**src/rtl/mem_access_stage_pkg.sv**
```systemverilog
// Shared types and constants for the memory-access stage.
// Holds the load/store size encodings (funct3) and the FSM state encoding.
package mem_access_stage_pkg;

  // funct3 size/sign encodings for loads and stores
  localparam logic [2:0] LS_B  = 3'b000;
  localparam logic [2:0] LS_H  = 3'b001;
  localparam logic [2:0] LS_W  = 3'b010;
  localparam logic [2:0] LS_BU = 3'b100;
  localparam logic [2:0] LS_HU = 3'b101;

  // Memory-stage FSM states
  typedef enum logic [1:0] {
    MEM_IDLE   = 2'b00,
    MEM_ACCESS = 2'b01,
    MEM_DONE   = 2'b10
  } memState_t;

  // Access width, independent of signedness
  typedef enum logic [1:0] {
    SZ_B = 2'b00,
    SZ_H = 2'b01,
    SZ_W = 2'b10
  } accSize_t;

  // Undefined funct3 encodings fall through to a full-word access.
  function automatic accSize_t accSize(input logic [2:0] funct3);
    case (funct3)
      LS_B, LS_BU: return SZ_B;
      LS_H, LS_HU: return SZ_H;
      default:     return SZ_W;
    endcase
  endfunction

endpackage

```
**src/rtl/mem_access_stage_if.sv**
```systemverilog
// Data-memory request/acknowledge bus between the memory stage and data memory.
// master = pipeline side (issues requests), slave = memory side.
interface mem_access_stage_if #(
  parameter int XLEN = 32,
  parameter int BE_W = XLEN / 8
);
  logic            req;
  logic            we;
  logic [XLEN-1:0] addr;
  logic [XLEN-1:0] wdata;
  logic [BE_W-1:0] be;
  logic            ack;
  logic [XLEN-1:0] rdata;

  modport master (
    output req, we, addr, wdata, be,
    input  ack, rdata
  );

  modport slave (
    input  req, we, addr, wdata, be,
    output ack, rdata
  );
endinterface

```
**src/rtl/mem_access_stage_load_formatter.sv**
```systemverilog
// Combinational load-data formatter: picks the byte/half lane addressed by
// the low address bits and sign- or zero-extends it. Full words pass through.
// Halfword lane selection uses only off[1], so an odd halfword address reads
// the aligned halfword that contains it.
module mem_access_stage_load_formatter
  import mem_access_stage_pkg::*;
#(
  parameter int XLEN = 32
) (
  input  logic [XLEN-1:0] rdata,
  input  logic [1:0]      off,
  input  logic [2:0]      funct3,
  output logic [XLEN-1:0] result
);

  logic [7:0]  byteLane;
  logic [15:0] halfLane;

  // Lane select followed by extension according to funct3
  always_comb begin
    byteLane = rdata[{off, 3'b000} +: 8];
    halfLane = rdata[{off[1], 4'b0000} +: 16];
    case (funct3)
      LS_B:    result = {{(XLEN-8){byteLane[7]}}, byteLane};
      LS_BU:   result = {{(XLEN-8){1'b0}}, byteLane};
      LS_H:    result = {{(XLEN-16){halfLane[15]}}, halfLane};
      LS_HU:   result = {{(XLEN-16){1'b0}}, halfLane};
      LS_W:    result = rdata;
      default: result = rdata;
    endcase
  end

endmodule

```
**src/rtl/mem_access_stage.sv**
```systemverilog
// Memory stage of the RV32I pipeline: turns EX/MEM load/store control into a
// req/ack transaction on the data-memory bus, stalls the upstream pipeline
// while the transaction is outstanding, and formats load data for MEM/WB.
// Optional build macro MISALIGN_TRAP_EN: misaligned H/W accesses issue no
// request and raise fault_o for one cycle instead of being silently aligned.
module mem_access_stage
  import mem_access_stage_pkg::*;
#(
  parameter int XLEN = 32,
  parameter int BE_W = XLEN / 8
) (
  input  logic            clk,
  input  logic            rst,
  input  logic            valid_i,
  input  logic            memRead_i,
  input  logic            memWrite_i,
  input  logic [2:0]      funct3_i,
  input  logic [XLEN-1:0] addr_i,
  input  logic [XLEN-1:0] storeData_i,
  mem_access_stage_if.master dmem,
  output logic            stall_o,
  output logic [XLEN-1:0] rdData_o
`ifdef MISALIGN_TRAP_EN
  ,
  output logic            fault_o
`endif
);

  memState_t       stateReg, stateNext;
  logic [XLEN-1:0] addrReg;
  logic [XLEN-1:0] wdataReg;
  logic [BE_W-1:0] beReg;
  logic            weReg;
  logic [1:0]      offReg;
  logic [2:0]      funct3Reg;
  logic [XLEN-1:0] rdDataReg;
  logic [XLEN-1:0] loadFmt;

  logic            acc;
  logic            start;
  accSize_t        size;
  logic [1:0]      off;
  logic [XLEN-1:0] wdataByte;
  logic [XLEN-1:0] wdataHalf;
  logic [XLEN-1:0] wdataFmt;
  logic [BE_W-1:0] beFmt;

  assign acc   = valid_i & (memRead_i | memWrite_i);
  assign start = (stateReg == MEM_IDLE) & acc;
  assign size  = accSize(funct3_i);
  assign off   = addr_i[1:0];

  // Store data is replicated across every lane so memory can pick any one.
  genvar gi;
  for (gi = 0; gi < BE_W; gi++) begin : g_byteRep
    assign wdataByte[gi*8 +: 8] = storeData_i[7:0];
  end
  for (gi = 0; gi < BE_W / 2; gi++) begin : g_halfRep
    assign wdataHalf[gi*16 +: 16] = storeData_i[15:0];
  end

`ifdef MISALIGN_TRAP_EN
  logic misalign;
  logic faultReg;
  assign misalign = ((size == SZ_H) & off[0]) | ((size == SZ_W) & (off != 2'b00));
  assign fault_o  = faultReg;
`endif

  // Store lane formatting: byte enables from the size and low address bits
  always_comb begin
    wdataFmt = storeData_i;
    beFmt    = '1;
    case (size)
      SZ_B: begin
        wdataFmt = wdataByte;
        beFmt    = BE_W'(1) << off;
      end
      SZ_H: begin
        wdataFmt = wdataHalf;
        beFmt    = BE_W'(3) << {off[1], 1'b0};
      end
      default: begin
        wdataFmt = storeData_i;
        beFmt    = '1;
      end
    endcase
  end

  // FSM state register
  always_ff @(posedge clk) begin
    if (rst) stateReg <= MEM_IDLE;
    else     stateReg <= stateNext;
  end

  // FSM next state and stall; DONE always releases the pipeline for one cycle
  always_comb begin
    stateNext = stateReg;
    stall_o   = 1'b0;
    unique case (stateReg)
      MEM_IDLE: begin
        if (acc) begin
          stall_o   = 1'b1;
          stateNext = MEM_ACCESS;
`ifdef MISALIGN_TRAP_EN
          if (misalign) stateNext = MEM_DONE;
`endif
        end
      end
      MEM_ACCESS: begin
        stall_o = 1'b1;
        if (dmem.ack) stateNext = MEM_DONE;
      end
      MEM_DONE: stateNext = MEM_IDLE;
      default:  stateNext = MEM_IDLE;
    endcase
  end

  // Capture the request on entry, then the formatted load result on ack
  always_ff @(posedge clk) begin
    if (rst) begin
      addrReg   <= '0;
      wdataReg  <= '0;
      beReg     <= '0;
      weReg     <= 1'b0;
      offReg    <= 2'b00;
      funct3Reg <= 3'b000;
      rdDataReg <= '0;
    end else begin
      if (start) begin
        addrReg   <= {addr_i[XLEN-1:2], 2'b00};
        wdataReg  <= wdataFmt;
        beReg     <= beFmt;
        weReg     <= memWrite_i;
        offReg    <= off;
        funct3Reg <= funct3_i;
      end
      if ((stateReg == MEM_ACCESS) && dmem.ack && !weReg) rdDataReg <= loadFmt;
`ifdef MISALIGN_TRAP_EN
      if (start && misalign) rdDataReg <= '0;
`endif
    end
  end

`ifdef MISALIGN_TRAP_EN
  // Fault is raised on the IDLE->DONE hop and therefore lasts exactly DONE
  always_ff @(posedge clk) begin
    if (rst) faultReg <= 1'b0;
    else     faultReg <= start & misalign;
  end
`endif

  mem_access_stage_load_formatter #(.XLEN(XLEN)) u_loadFmt (
    .rdata  (dmem.rdata),
    .off    (offReg),
    .funct3 (funct3Reg),
    .result (loadFmt)
  );

  assign dmem.req   = (stateReg == MEM_ACCESS);
  assign dmem.we    = weReg & (stateReg == MEM_ACCESS);
  assign dmem.addr  = addrReg;
  assign dmem.wdata = wdataReg;
  assign dmem.be    = beReg;
  assign rdData_o   = rdDataReg;

endmodule

```
**src/flat_wrapper.sv**
```systemverilog
// flat-port wrapper written by rule: the top's interface ports become plain ports
module mem_access_stage_flat import mem_access_stage_pkg::*;
#(
  parameter int XLEN = 32,
  parameter int BE_W = XLEN / 8
)
  (clk, rst, valid_i, memRead_i, memWrite_i, funct3_i, addr_i, storeData_i, stall_o, rdData_o, dmem_req, dmem_we, dmem_addr, dmem_wdata, dmem_be, dmem_ack, dmem_rdata);
  mem_access_stage_if #(.XLEN(XLEN), .BE_W(BE_W)) dmem_i ();
  input  logic clk;
  input  logic rst;
  input  logic valid_i;
  input  logic memRead_i;
  input  logic memWrite_i;
  input  logic [2:0] funct3_i;
  input  logic [XLEN-1:0] addr_i;
  input  logic [XLEN-1:0] storeData_i;
  output logic stall_o;
  output logic [XLEN-1:0] rdData_o;
  output wire logic [$bits(dmem_i.req)-1:0] dmem_req;
  output wire logic [$bits(dmem_i.we)-1:0] dmem_we;
  output wire logic [$bits(dmem_i.addr)-1:0] dmem_addr;
  output wire logic [$bits(dmem_i.wdata)-1:0] dmem_wdata;
  output wire logic [$bits(dmem_i.be)-1:0] dmem_be;
  input wire logic [$bits(dmem_i.ack)-1:0] dmem_ack;
  input wire logic [$bits(dmem_i.rdata)-1:0] dmem_rdata;
  assign dmem_req = dmem_i.req;
  assign dmem_we = dmem_i.we;
  assign dmem_addr = dmem_i.addr;
  assign dmem_wdata = dmem_i.wdata;
  assign dmem_be = dmem_i.be;
  assign dmem_i.ack = dmem_ack;
  assign dmem_i.rdata = dmem_rdata;
  mem_access_stage #(.XLEN(XLEN), .BE_W(BE_W)) u_core (.clk(clk), .rst(rst), .valid_i(valid_i), .memRead_i(memRead_i), .memWrite_i(memWrite_i), .funct3_i(funct3_i), .addr_i(addr_i), .storeData_i(storeData_i), .dmem(dmem_i), .stall_o(stall_o), .rdData_o(rdData_o));
endmodule
```
**config.mk**
```make
export PLATFORM = sky130hd
export DESIGN_NAME = mem_access_stage_flat
export DESIGN_NICKNAME = d
export VERILOG_FILES = /design/src/rtl/mem_access_stage_pkg.sv /design/src/rtl/mem_access_stage_if.sv /design/src/rtl/mem_access_stage_load_formatter.sv /design/src/rtl/mem_access_stage.sv /design/src/flat_wrapper.sv
export SDC_FILE = /design/constraint.sdc
export NUM_CORES = 1
export LEC_CHECK = 0
export ABC_AREA = 1
export CAP_MARGIN = 20
export CORE_UTILIZATION = 35
export CTS_BUF_LIST = sky130_fd_sc_hd__clkbuf_8 sky130_fd_sc_hd__clkbuf_16
export CTS_CLUSTER_SIZE = 14
export DETAILED_ROUTE_END_ITERATION = 10
export GPL_TIMING_DRIVEN = 0
export PLACE_DENSITY = 0.7
export REMOVE_ABC_BUFFERS = 1
export SLEW_MARGIN = 15
export SYNTH_ARGS = -nofsm -noshare
export SYNTH_HDL_FRONTEND = slang
export SYNTH_SLANG_ARGS = --single-unit
export TNS_END_PERCENT = 10
```
**constraint.sdc**
```tcl
create_clock -name clk -period 2.3 [get_ports clk]
set_input_delay 0.345 -clock clk [delete_from_list [all_inputs] [get_ports clk]]
set_output_delay 0.345 -clock clk [all_outputs]
set_load 0.005 [all_outputs]
```
### Yosys cells after proc, flatten, opt, wreduce, memory -nomap -nowiden

Cells that the tools add are included.

| operators by class | value |
|---|---|
| bitwise logic cells | 4 |
| muxes and demuxes | 9 |
| shift-type cells | 4 |
| reductions and logical operators | 10 |
| eq/ne operators | 10 |

Operator list:

| kind | count |
|---|---|
| one-hot mux 32 bit (4 select lines) | 1 |
| one-hot mux 32 bit (2 select lines) | 1 |
| indexed part select 32 x 6 -> 16 bit | 1 |
| indexed part select 32 x 6 -> 8 bit | 1 |
| == test 3 bit (second input constant) | 4 |
| one-hot mux 2 bit (2 select lines) | 2 |
| one-hot mux 4 bit (2 select lines) | 1 |
| == test 3 x 1 -> 1 bit (second input constant) | 2 |
| logical NOT 3 bit | 2 |
| == test 2 x 1 -> 1 bit (second input constant) | 2 |
| logical NOT 2 bit | 2 |
| two-way mux 2 bit | 2 |
| inequality test 2 x 1 -> 1 bit (second input constant) | 2 |
| OR reduction 2 bit | 2 |
| left shift 1 x 2 -> 4 bit (first input constant) | 1 |
| left shift 2 x 2 -> 4 bit (first input constant) | 1 |
| bitwise AND 1 bit | 3 |
| logical AND 1 bit | 2 |
| one-hot mux 1 bit (2 select lines) | 1 |
| AND reduction 2 bit | 1 |
| logical NOT 1 bit | 1 |
| two-way mux 1 bit | 1 |
| OR 1 bit | 1 |

| word-level totals | value |
|---|---|
| register bits after elaboration | 106 |
| output and inout port bits | 103 |
| bits of input ports | 105 |
| logic and storage cells | 45 |

### Depth between registers and ports, before layout

Gate-level depths: netlist of the first run.

| logic depth | value |
|---|---|
| depth in word-level cells | 5 |
| gate-level depth with buffers | 9 |

### Cells and area by module

Synthesis of the first run repeated with hierarchy kept, for this count alone.

| second synthesis, totals | value |
|---|---|
| cells, all modules | 737 |
| area, all modules | 5051.1 um^2 |

Modules (own cells, without submodules):

| module | sequential area each (um^2) | times used | area an instance (um^2) | cells each |
|---|---|---|---|---|
| mem_access_stage | 2122.0 | 1 | 4179.0 | 568 |
| mem_access_stage_load_formatter | 0.0 | 1 | 872.1 | 169 |

### Least setup slack after synthesis of the first run

No wires, ideal clock.

| path | value |
|---|---|
| path type | input -> output |
| start point | input port memWrite_i |
| end point | output port stall_o |
| slack | 0.988 ns |
| arrival | 0.967 ns |
| path buffers | 1 |
| data required time | 1.955 ns |
| stages on the path | 5 |
| cells stage by stage | nor2_1 nor2_1 nand2_1 clkbuf_1 nand2_1 |

| on the way | value |
|---|---|
| word-level cells in the longest chain between the ends | 4 |

Ends and longest elaborated chain:

| element | line | source |
|---|---|---|
| start, declared | flat_wrapper.sv:13 | `input logic memWrite_i;` |
| OR 1 bit | mem_access_stage.sv:48 | `assign acc = valid_i & (memRead_i \| memWrite_i);` |
| bitwise AND 1 bit | mem_access_stage.sv:48 |  |
| two-way mux 1 bit | mem_access_stage.sv:101 | `if (acc) begin` |
| one-hot mux 1 bit (2 select lines) | mem_access_stage.sv:99 | `unique case (stateReg)` |
| end, declared | flat_wrapper.sv:17 | `output logic stall_o;` |

No other way between the ends.

### Worst setup path after layout of the first run

Same ends and word-level chain as after synthesis.

==> impl_metrics.toml, run 1 <==
[floorplan]
core_area_mm2 = 0.01330
start_util_pct = 35.93
row_count = 42
ioPinCount = 208
die-area_mm2 = 0.01412
die_h_um = 118.8
die_w_um = 118.8

[global_routing]
antenna_found_initial = 0
busiest_layer = "met2"
gr-usage-all-layers_pct = 20.84
grt_start_max_net_pins = 77
grt_pass1_wl_um = 23410
grt_pass1_vias = 4714
grt_use_met1_pct = 25.64
met2_usage_pct = 33.48
use_met3_pct = 6.992
grt_overflow = 0

[final_layout]
fillers = 1317
layout-drive-gt1-share_pct = 3.523
diodes = 0
nets = 982
syn2layout_area_growth_pct = 50.60

[clocking]
clk_pin_slew_ns = 0.07
cts_buffer_depth = 2
post_cts_buffers = 0
cts_made_buffers = 9
htreeDepth = 3
root_buffer = "clkbuf_16"
insertion_delay_ns = 0.35
cts_tree = "done"
clock_sinks = 106

[place]
hpwl_um = 9961
portBuffers = 205
gp_congestion = 0.8672

[timing]
clock_skew_ns = 0.007448
max_freq_mhz = 481.9
tns_ns = 0
rsz0062_at_grt = "no"
fin_crit_sh_pct = 90.22
tightest_slew_ns = 0.7213
max-slew-margin-rel_pct = 51.84
slew_violations = 0
min_period_ns = 2.075
hold_violations = 0
hold_ws_ns = 0.4341
setup_viol_count_final = 0

[setup_path]
worstSetupPathType = "in -> out"
cp_slowest_cell = "clkdlybuf4s50_1"
critPathLaunchType = "input port"
cp_data_arrival_time_ns = 1.73
r2r_slack_ns = 0.24
critPathRequiredTime_ns = 1.96
path_max_fanout = 2
crit_family = "buffers and inverters"
crit_path_end_kind = "output port"
path_cells = "clkdlybuf4s50_1, nor2_1, nor2_1, nand2_4, nand2_1, clkdlybuf4s50_1"
path_buf_inv = 2
cpPeakStageDelay_ns = 0.49

[route]
drt-pass1-iter-count = 5
avgRoutedWirePerCell_um = 13.49
drc = 0
viasPerCell = 4.742
vias = 5008
ant_nets = 0
wirelength_um = 14240
drtIter0Drc = 252

[pwr]
power_frac_seq_pct = 44.2
switching_power_mw = 1.170
pwr-share-comb_pct = 20.3
leakage_nw = 2.997
power_frac_clock_pct = 35.6
p_int_mw = 3.409
swShare_pct = 25.55
p_per_area_mw_per_mm2 = 636.4
vdd_drop_max_mv = 0.3587

[logic_synthesis]
synth_mux_area_share_pct = 0
ys_types = 26
synth-compound-area-share_pct = 19.59
netlist_area_mm2 = 0.004777
synth_area_leaders = "dfxtp_1 44%, nand2_1 15%, a21oi_1 9.1%"
synth.avg_cell_area_um2 = 6.805
synthAdderAreaFrac_pct = 0
ys_seq_area_share_pct = 44.42
netlist.area_leader.share_pct = 44.42
synth_seq_cells = 106
ys_warn_count = 0
synth_area_leader_cell = "dfxtp_1"
synth_simple_gate_area_share_pct = 25.01
synthXorXnorAreaFrac_pct = 0
syn_inst = 702
synth_top_family_by_area = "simple AND/OR/NAND/NOR gates"

[status]
status = "finished, final reports clean"

[min_path]
hold_path.class = "in -> reg"

[flow_run]
maxCapViolCount = 0
## worst paths after layout
check	startpoint	end	cells after the start
setup / recovery	memWrite_i	stall_o	6
hold / removal	rst	u_core.dmem.addr[16]$_SDFFE_PP0P_	2
setup reg to reg	u_core.stateReg[0]$_SDFFE_PP0P_	u_core.rdData_o[16]$_SDFFE_PP0P_	7
hold reg to reg	u_core.dmem.addr[21]$_SDFFE_PP0P_	u_core.dmem.addr[21]$_SDFFE_PP0P_	2
## area by class of cell
| cell class | instances | area [um2] | area share, % |
|---|---|---|---|
| Clock buffer | 10 | 239.0 | 3.322 |
| Clock inverter | 4 | 68.82 | 0.9565 |
| Inverter | 76 | 291.5 | 4.052 |
| Multi-Input combinational cell | 477 | 2146 | 29.83 |
| Sequential cell | 106 | 2122 | 29.50 |
| Tap cell | 176 | 220.2 | 3.061 |
| Timing Repair Buffer | 207 | 2107 | 29.29 |
## state kept, by name (all words and copies together) (netlist names)
name               count
u_core.funct3Reg       3
u_core.offReg          2
u_core.dmem.be         4
u_core.stateReg        2
u_core.dmem.addr      30
u_core.rdData_o       32
u_core.dmem.wdata     32
u_core.weReg           1
## metrics by stage
| step | cell area (um2) | total power, mW | utilization (%) | worst slack (ns) | std cells |
|---|---|---|---|---|---|
| global route | 7194 | 4.825 | 54.11 | 0.01483 | 1056 |
| global placement | 6818 | 2.981 | 51.28 | -2.804 | 1040 |
| CTS | 7188 | 4.646 | 54.07 | 0.1685 | 1056 |
| floorplan | 4546 | 2.427 | - | -0.6427 | 659 |
| finish | 7194 | 4.579 | 54.11 | 0.2249 | 1056 |
| detailed placement | 6878 | 2.994 | 51.73 | -0.5512 | 1042 |
## per-layer routing
metal	wire (um)	share of wire, %
met1	6322	44
met2	6478	45
met3	1242	8.7
met4	200	1.4
met5	0	0
## logic make-up after synthesis
family                 count (synthesis)
DFF                                  106
buffers and inverters                120
and+or+nand+nor                      297
AOI/OAI and AO/OA                    178
other                                  1
## cells in the mapped netlist, drive strengths merged
| cell | instances |
|---|---|
| o211ai | 8 |
| dfxtp | 106 |
| nand3 | 24 |
| buf | 27 |
| a21o | 6 |
| a21oi | 87 |
| clkbuf | 17 |
| a31oi | 8 |
| or2 | 2 |
| inv | 76 |
| o21ai | 69 |
| and3 | 1 |
| conb | 1 |
| nand4 | 3 |
| nor2 | 68 |
| nand2 | 199 |
## power groups by stage
stage          logic [mW]  registers, mW  clock network, mW
3_5_place_dp        0.931           2.06                  0
6_report            0.928           2.02               1.63
3_3_place_gp        0.923           2.06                  0
4_1_cts             0.937           2.02               1.69
2_1_floorplan       0.361           2.07                  0
5_1_grt              1.03           2.04               1.76
## cell usage in the layout (no fill, tap or decap), drive strengths merged, types with 3 or more instances in the layout
| cell | synthesis | final |
|---|---|---|
| a21o | 6 | 6 |
| a21oi | 87 | 87 |
| a31oi | 8 | 8 |
| buf | 27 | 3 |
| clkbuf | 17 | 10 |
| clkdlybuf4s50 | 0 | 203 |
| dfxtp | 106 | 106 |
| inv | 76 | 76 |
| nand2 | 199 | 199 |
| nand3 | 24 | 24 |
| nand4 | 3 | 3 |
| nor2 | 68 | 68 |
| o211ai | 8 | 8 |
| o21ai | 69 | 69 |
## timing repair
action,in CTS,in global routing
hold endpoints to repair,0,0
resized for setup,1,3
setup endpoints to repair,17,4
hold buffers,0,0
Note: power is estimated with default switching activity, not from simulation.
==> run 2, diff against run 1 <==
SLEW_MARGIN = default   (was 15)
==> run 2 against run 1 <==
Compared with the run above: worst hold slack improved by 0.029 ns; maximum frequency fell by 6.1%; final area fell by 1.1%; sequential power barely moved; first-iteration DRC count fell by 4.4%; utilization fell by 0.60 points; setup slack got worse by 0.14 ns; count of clock-buffer cells in the layout fell by 1; combinational power fell by 0.5%; critical path depth did not move; sequential cell count did not move; critical endpoint unchanged.
==> impl_metrics.toml, run 2 (synthesis gave the netlist of run 1 again) <==
[setup_path]
cp_data_arrival_time_ns = 1.87
critPathRequiredTime_ns = 1.96
path_max_fanout = 29
crit_path_end_kind = "output port"
critPathLaunchType = "input port"
r2r_slack_ns = 0.26
reg2reg_from = "u_core.stateReg[1]$_SDFFE_PP0P_"
crit_start = "memWrite_i"
worstSetupPathType = "in -> out"
worst_r2r_path_depth = 6

[pwr]
vdd_drop_max_mv = 0.3058
p_int_mw = 3.157
leakage_nw = 2.952
power_frac_clock_pct = 32.5
swShare_pct = 27.62
p_per_area_mw_per_mm2 = 613.0
power_frac_seq_pct = 46.4
switching_power_mw = 1.205
pwr-share-comb_pct = 21.2

[min_path]
holdPathStages = 2
hold_path.class = "reg -> reg"
holdCritStartpoint = "u_core.dmem.wdata[2]$_SDFFE_PP0P_"

[route]
drc = 0
ant_nets = 0
vias = 4999
viasPerCell = 4.734
avgRoutedWirePerCell_um = 13.70
wirelength_um = 14470
drtIter0Drc = 241
drt-pass1-iter-count = 5

[clocking]
cts_made_buffers = 9
root_buffer = "clkbuf_16"
cts_tree = "done"
post_cts_buffers = 0
clock_sinks = 106
postCtsHoldBufs = 0
insertion_delay_ns = 0.35
clk_pin_slew_ns = 0.07
htreeDepth = 3
cts_buffer_depth = 2

[timing]
fin_crit_sh_pct = 96.13
hold_ws_ns = 0.4631
min_period_ns = 2.211
slew_violations = 0
setup_viol_count_final = 0
max-slew-margin-rel_pct = 35.41
tightest_slew_ns = 0.9689
max_freq_mhz = 452.3
clock_skew_ns = 0.005684
hold_violations = 0
rsz0062_at_grt = "yes"

[floorplan]
die_w_um = 118.8
core_area_mm2 = 0.01330
die_h_um = 118.8
ioPinCount = 208
die-area_mm2 = 0.01412
start_util_pct = 35.93
row_count = 42

[place]
dpl.cell_count = 1041
hpwl_um = 9925
gp_congestion = 0.8672
portBuffers = 205

[final_layout]
syn2layout_area_growth_pct = 48.93
seq_area_mm2 = 0.002122
fillers = 1278
layout-drive-gt1-share_pct = 3.750
final_cell_mix = "203 x clkdlybuf4s50_1, 195 x nand2_1, 106 x dfxtp_1"
diodes = 0
layout_commonest_cell = "clkdlybuf4s50_1"
multi_input_area_mm2 = 0.002148
layout.cells.non_filler = 1056
nets = 981

[status]
status = "finished, final reports clean"

[global_routing]
grt_pass1_vias = 4706
grt_overflow = 0
antenna_found_initial = 0
grt_pass1_wl_um = 23530
gr-usage-all-layers_pct = 20.89
grt_start_max_net_pins = 87

[flow_run]
maxCapViolCount = 0
run 2: metal layers:
| layer | GRT usage [%] | wire (um) | part of all wire (%) | up-vias |
|---|---|---|---|---|
| met1 | 25.31 | 6379 | 44 | 2242 |
| li1 | - | - | - | 2580 |
| met4 | 7.911 | 238 | 1.6 | 0 |
| met3 | 6.944 | 1322 | 9.1 | 14 |
| met2 | 34.21 | 6525 | 45 | 163 |
| met5 | 0 | 0 | 0 | - |
run 2: final timing paths:
check,to
setup reg to reg,u_core.dmem.wdata[14]$_SDFFE_PP0P_
hold / removal,u_core.dmem.wdata[2]$_SDFFE_PP0P_
hold reg to reg,u_core.dmem.wdata[2]$_SDFFE_PP0P_
setup / recovery,stall_o
run 2: final cells by class:
type,count,area share [%]
clock buffer,9,3.166
inverter,76,4.098
tap,176,3.095
timing repair buffer,206,29.12
multi-input combinational,477,30.20
clock inverter,6,0.4924
sequential,106,29.83
run 2: power by group through the flow:
stage          Clock [mW]  Combinational (mW)  Sequential (mW)
2_1_floorplan           0               0.361             2.07
3_3_place_gp            0               0.923             2.06
3_5_place_dp            0               0.921             2.06
4_1_cts              1.45               0.931             2.02
5_1_grt              1.53                1.02             2.04
6_report             1.42               0.923             2.02
run 2: worst max-delay path, cell delays in order:
cell and delay (ns):
clkdlybuf4s50_1 0.48, nor2_1 0.06, nor2_2 0.14, nand2_4 0.22, nand2_1 0.12, clkdlybuf4s50_1 0.50
run 2: stage by stage:
step | setup TNS (ns) | util (%) | power (mW) | setup WS, ns | area (um2)
floorplan | -28.98 | - | 2.427 | -0.6427 | 4546
global placement | -224.03 | 51.28 | 2.981 | -2.804 | 6818
detailed placement | -41.17 | 51.43 | 2.984 | -0.8423 | 6838
CTS | 0 | 53.48 | 4.403 | 0.07093 | 7111
global route | -0.0004912 | 53.51 | 4.590 | -0.0004912 | 7114
finish | 0 | 53.51 | 4.361 | 0.08890 | 7114
run 2: repair_timing:
action	4_1_cts	5_1_grt
setup endpoints to repair	61	4
pin swaps	1	0
resized for setup	4	2
==> run 3, diff against run 2 <==
CORE_MARGIN = 2   (was default)
GPL_TIMING_DRIVEN = 1   (was 0)
==> run 3 against run 2 <==
Compared with the run above: final area rose by 1.5%; utilization rose by 0.79 points; wire length rose by 0.13%; sequential power barely moved; die area rose by 3.4%; clock power barely moved; via count rose by 0.50%; largest cell class is now buffers.
==> impl_metrics.toml, run 3 (synthesis gave the netlist of run 1 again) <==
[clocking]
clock_sinks = 106
cts_buffer_depth = 2
clk_pin_slew_ns = 0.07
cts_tree = "done"
post_cts_buffers = 0
postCtsHoldBufs = 0
cts_resized = 0
htreeDepth = 3
root_buffer = "clkbuf_16"
cts_made_buffers = 9
insertion_delay_ns = 0.35

[timing]
fin_crit_sh_pct = 87.22
setup_viol_count_final = 0
hold_violations = 0
tightest_slew_ns = 0.6339
fin_ws_ns = 0.2939
max-slew-margin-rel_pct = 57.70
max_freq_mhz = 498.5
slew_violations = 0
rsz0062_at_grt = "no"
min_period_ns = 2.006
tns_ns = 0
clock_skew_ns = 0.006100

[global_routing]
grt_overflow = 0
gr-usage-all-layers_pct = 20.05
grt_pass1_wl_um = 23400
antenna_found_initial = 0
grt_start_max_net_pins = 86
grt_pass1_vias = 4701

[route]
viasPerCell = 4.709
wirelength_um = 14490
ant_nets = 0
drt-pass1-iter-count = 4
vias = 5024
drc = 0
avgRoutedWirePerCell_um = 13.58
drtIter0Drc = 235

[place]
hpwl_um = 10120
portBuffers = 205
gp_congestion = 0.8649
dp_worst_setup_slack_ns = 0.2975
dpl.cell_count = 1053
placed_area_mm2 = 0.006950

[setup_path]
crit_path_end_kind = "output port"
worstSetupPathType = "in -> out"
critPathRequiredTime_ns = 1.96
path_max_fanout = 4
cp_data_arrival_time_ns = 1.66
critPathLaunchType = "input port"

[pwr]
vdd_drop_max_mv = 0.3029
leakage_nw = 3.008
p_per_area_mw_per_mm2 = 610.7

[floorplan]
start_util_pct = 35.93
die_w_um = 120.8
core_area_mm2 = 0.01330
die-area_mm2 = 0.01460
row_count = 42
die_h_um = 120.8
ioPinCount = 208

[final_layout]
layout-drive-gt1-share_pct = 4.826
final_cell_mix = "204 x clkdlybuf4s50_1, 195 x nand2_1, 106 x dfxtp_1"
fillers = 1313
fin_util_pct = 54.30
diodes = 0
syn2layout_area_growth_pct = 51.13
nets = 993
layout_commonest_cell = "clkdlybuf4s50_1"
stdcell_area_mm2 = 0.007219
layout.cells.non_filler = 1067

[status]
status = "finished, final reports clean"

[flow_run]
maxCapViolCount = 0

[min_path]
hold_path.class = "reg -> reg"
-- run 3: changes by cell type in the layout (fill, tap and decap cells not counted), moves of 2 or more --
cell,previous run,this run
buf_12,1,3
buf_4,1,10
inv_2,3,5
clkinv_2,5,1
clkinv_4,0,2
-- run 3: metal layers --
layer	vias to the layer above	wire, um	track usage (%)
li1	2609	-	-
met1	2209	6523	25.45
met2	188	6301	31.14
met3	18	1380	7.358
met4	0	280	7.195
met5	-	0	0
-- run 3: layout make-up --
class / instances / area (um2) / share of cell area [%]
clock buffers: 10 / 239.0 / 3.310
clock inverters: 4 / 30.03 / 0.4159
inverters: 76 / 285.3 / 3.951
multi-input cells: 477 / 2141 / 29.65
flip-flops and latches: 106 / 2122 / 29.39
well taps: 176 / 220.2 / 3.050
repair buffers: 218 / 2182 / 30.23
-- run 3: through the flow --
| stage | hold WS [ns] | power, mW |
|---|---|---|
| after floorplan | 0.4141 | 2.427 |
| after global placement | 0.4514 | 3.003 |
| after detailed placement | 0.4541 | 3.007 |
| after CTS | 0.4653 | 4.460 |
| after global routing | 0.4798 | 4.633 |
| final | 0.4635 | 4.409 |
-- run 3: power by group --
group	total, mW	switching [mW]	internal, mW
clock network	1.45	0.693	0.754
registers	2.02	0.0635	1.95
logic	0.945	0.445	0.500
-- run 3: path summary, 6_finish.rpt --
| kind | startpoint | endpoint | slack [ns] | cells past startpoint |
|---|---|---|---|---|
| worst max-delay path | memWrite_i | stall_o | 0.29 | 6 |
| worst min-delay path | u_core.dmem.addr[8]$_SDFFE_PP0P_ | u_core.dmem.addr[8]$_SDFFE_PP0P_ | 0.46 | 2 |
| worst max register to register | u_core.offReg[1]$_SDFFE_PP0P_ | u_core.rdData_o[17]$_SDFFE_PP0P_ | 0.61 | 8 |
| worst min register to register | u_core.dmem.addr[8]$_SDFFE_PP0P_ | u_core.dmem.addr[8]$_SDFFE_PP0P_ | 0.46 | 2 |
-- run 3: critical path, stage by stage --
cell             delay [ns]
clkdlybuf4s50_1        0.47
nor2_1                 0.05
nor2_1                 0.14
nand2_2                0.10
nand2_1                0.07
clkdlybuf4s50_1        0.49
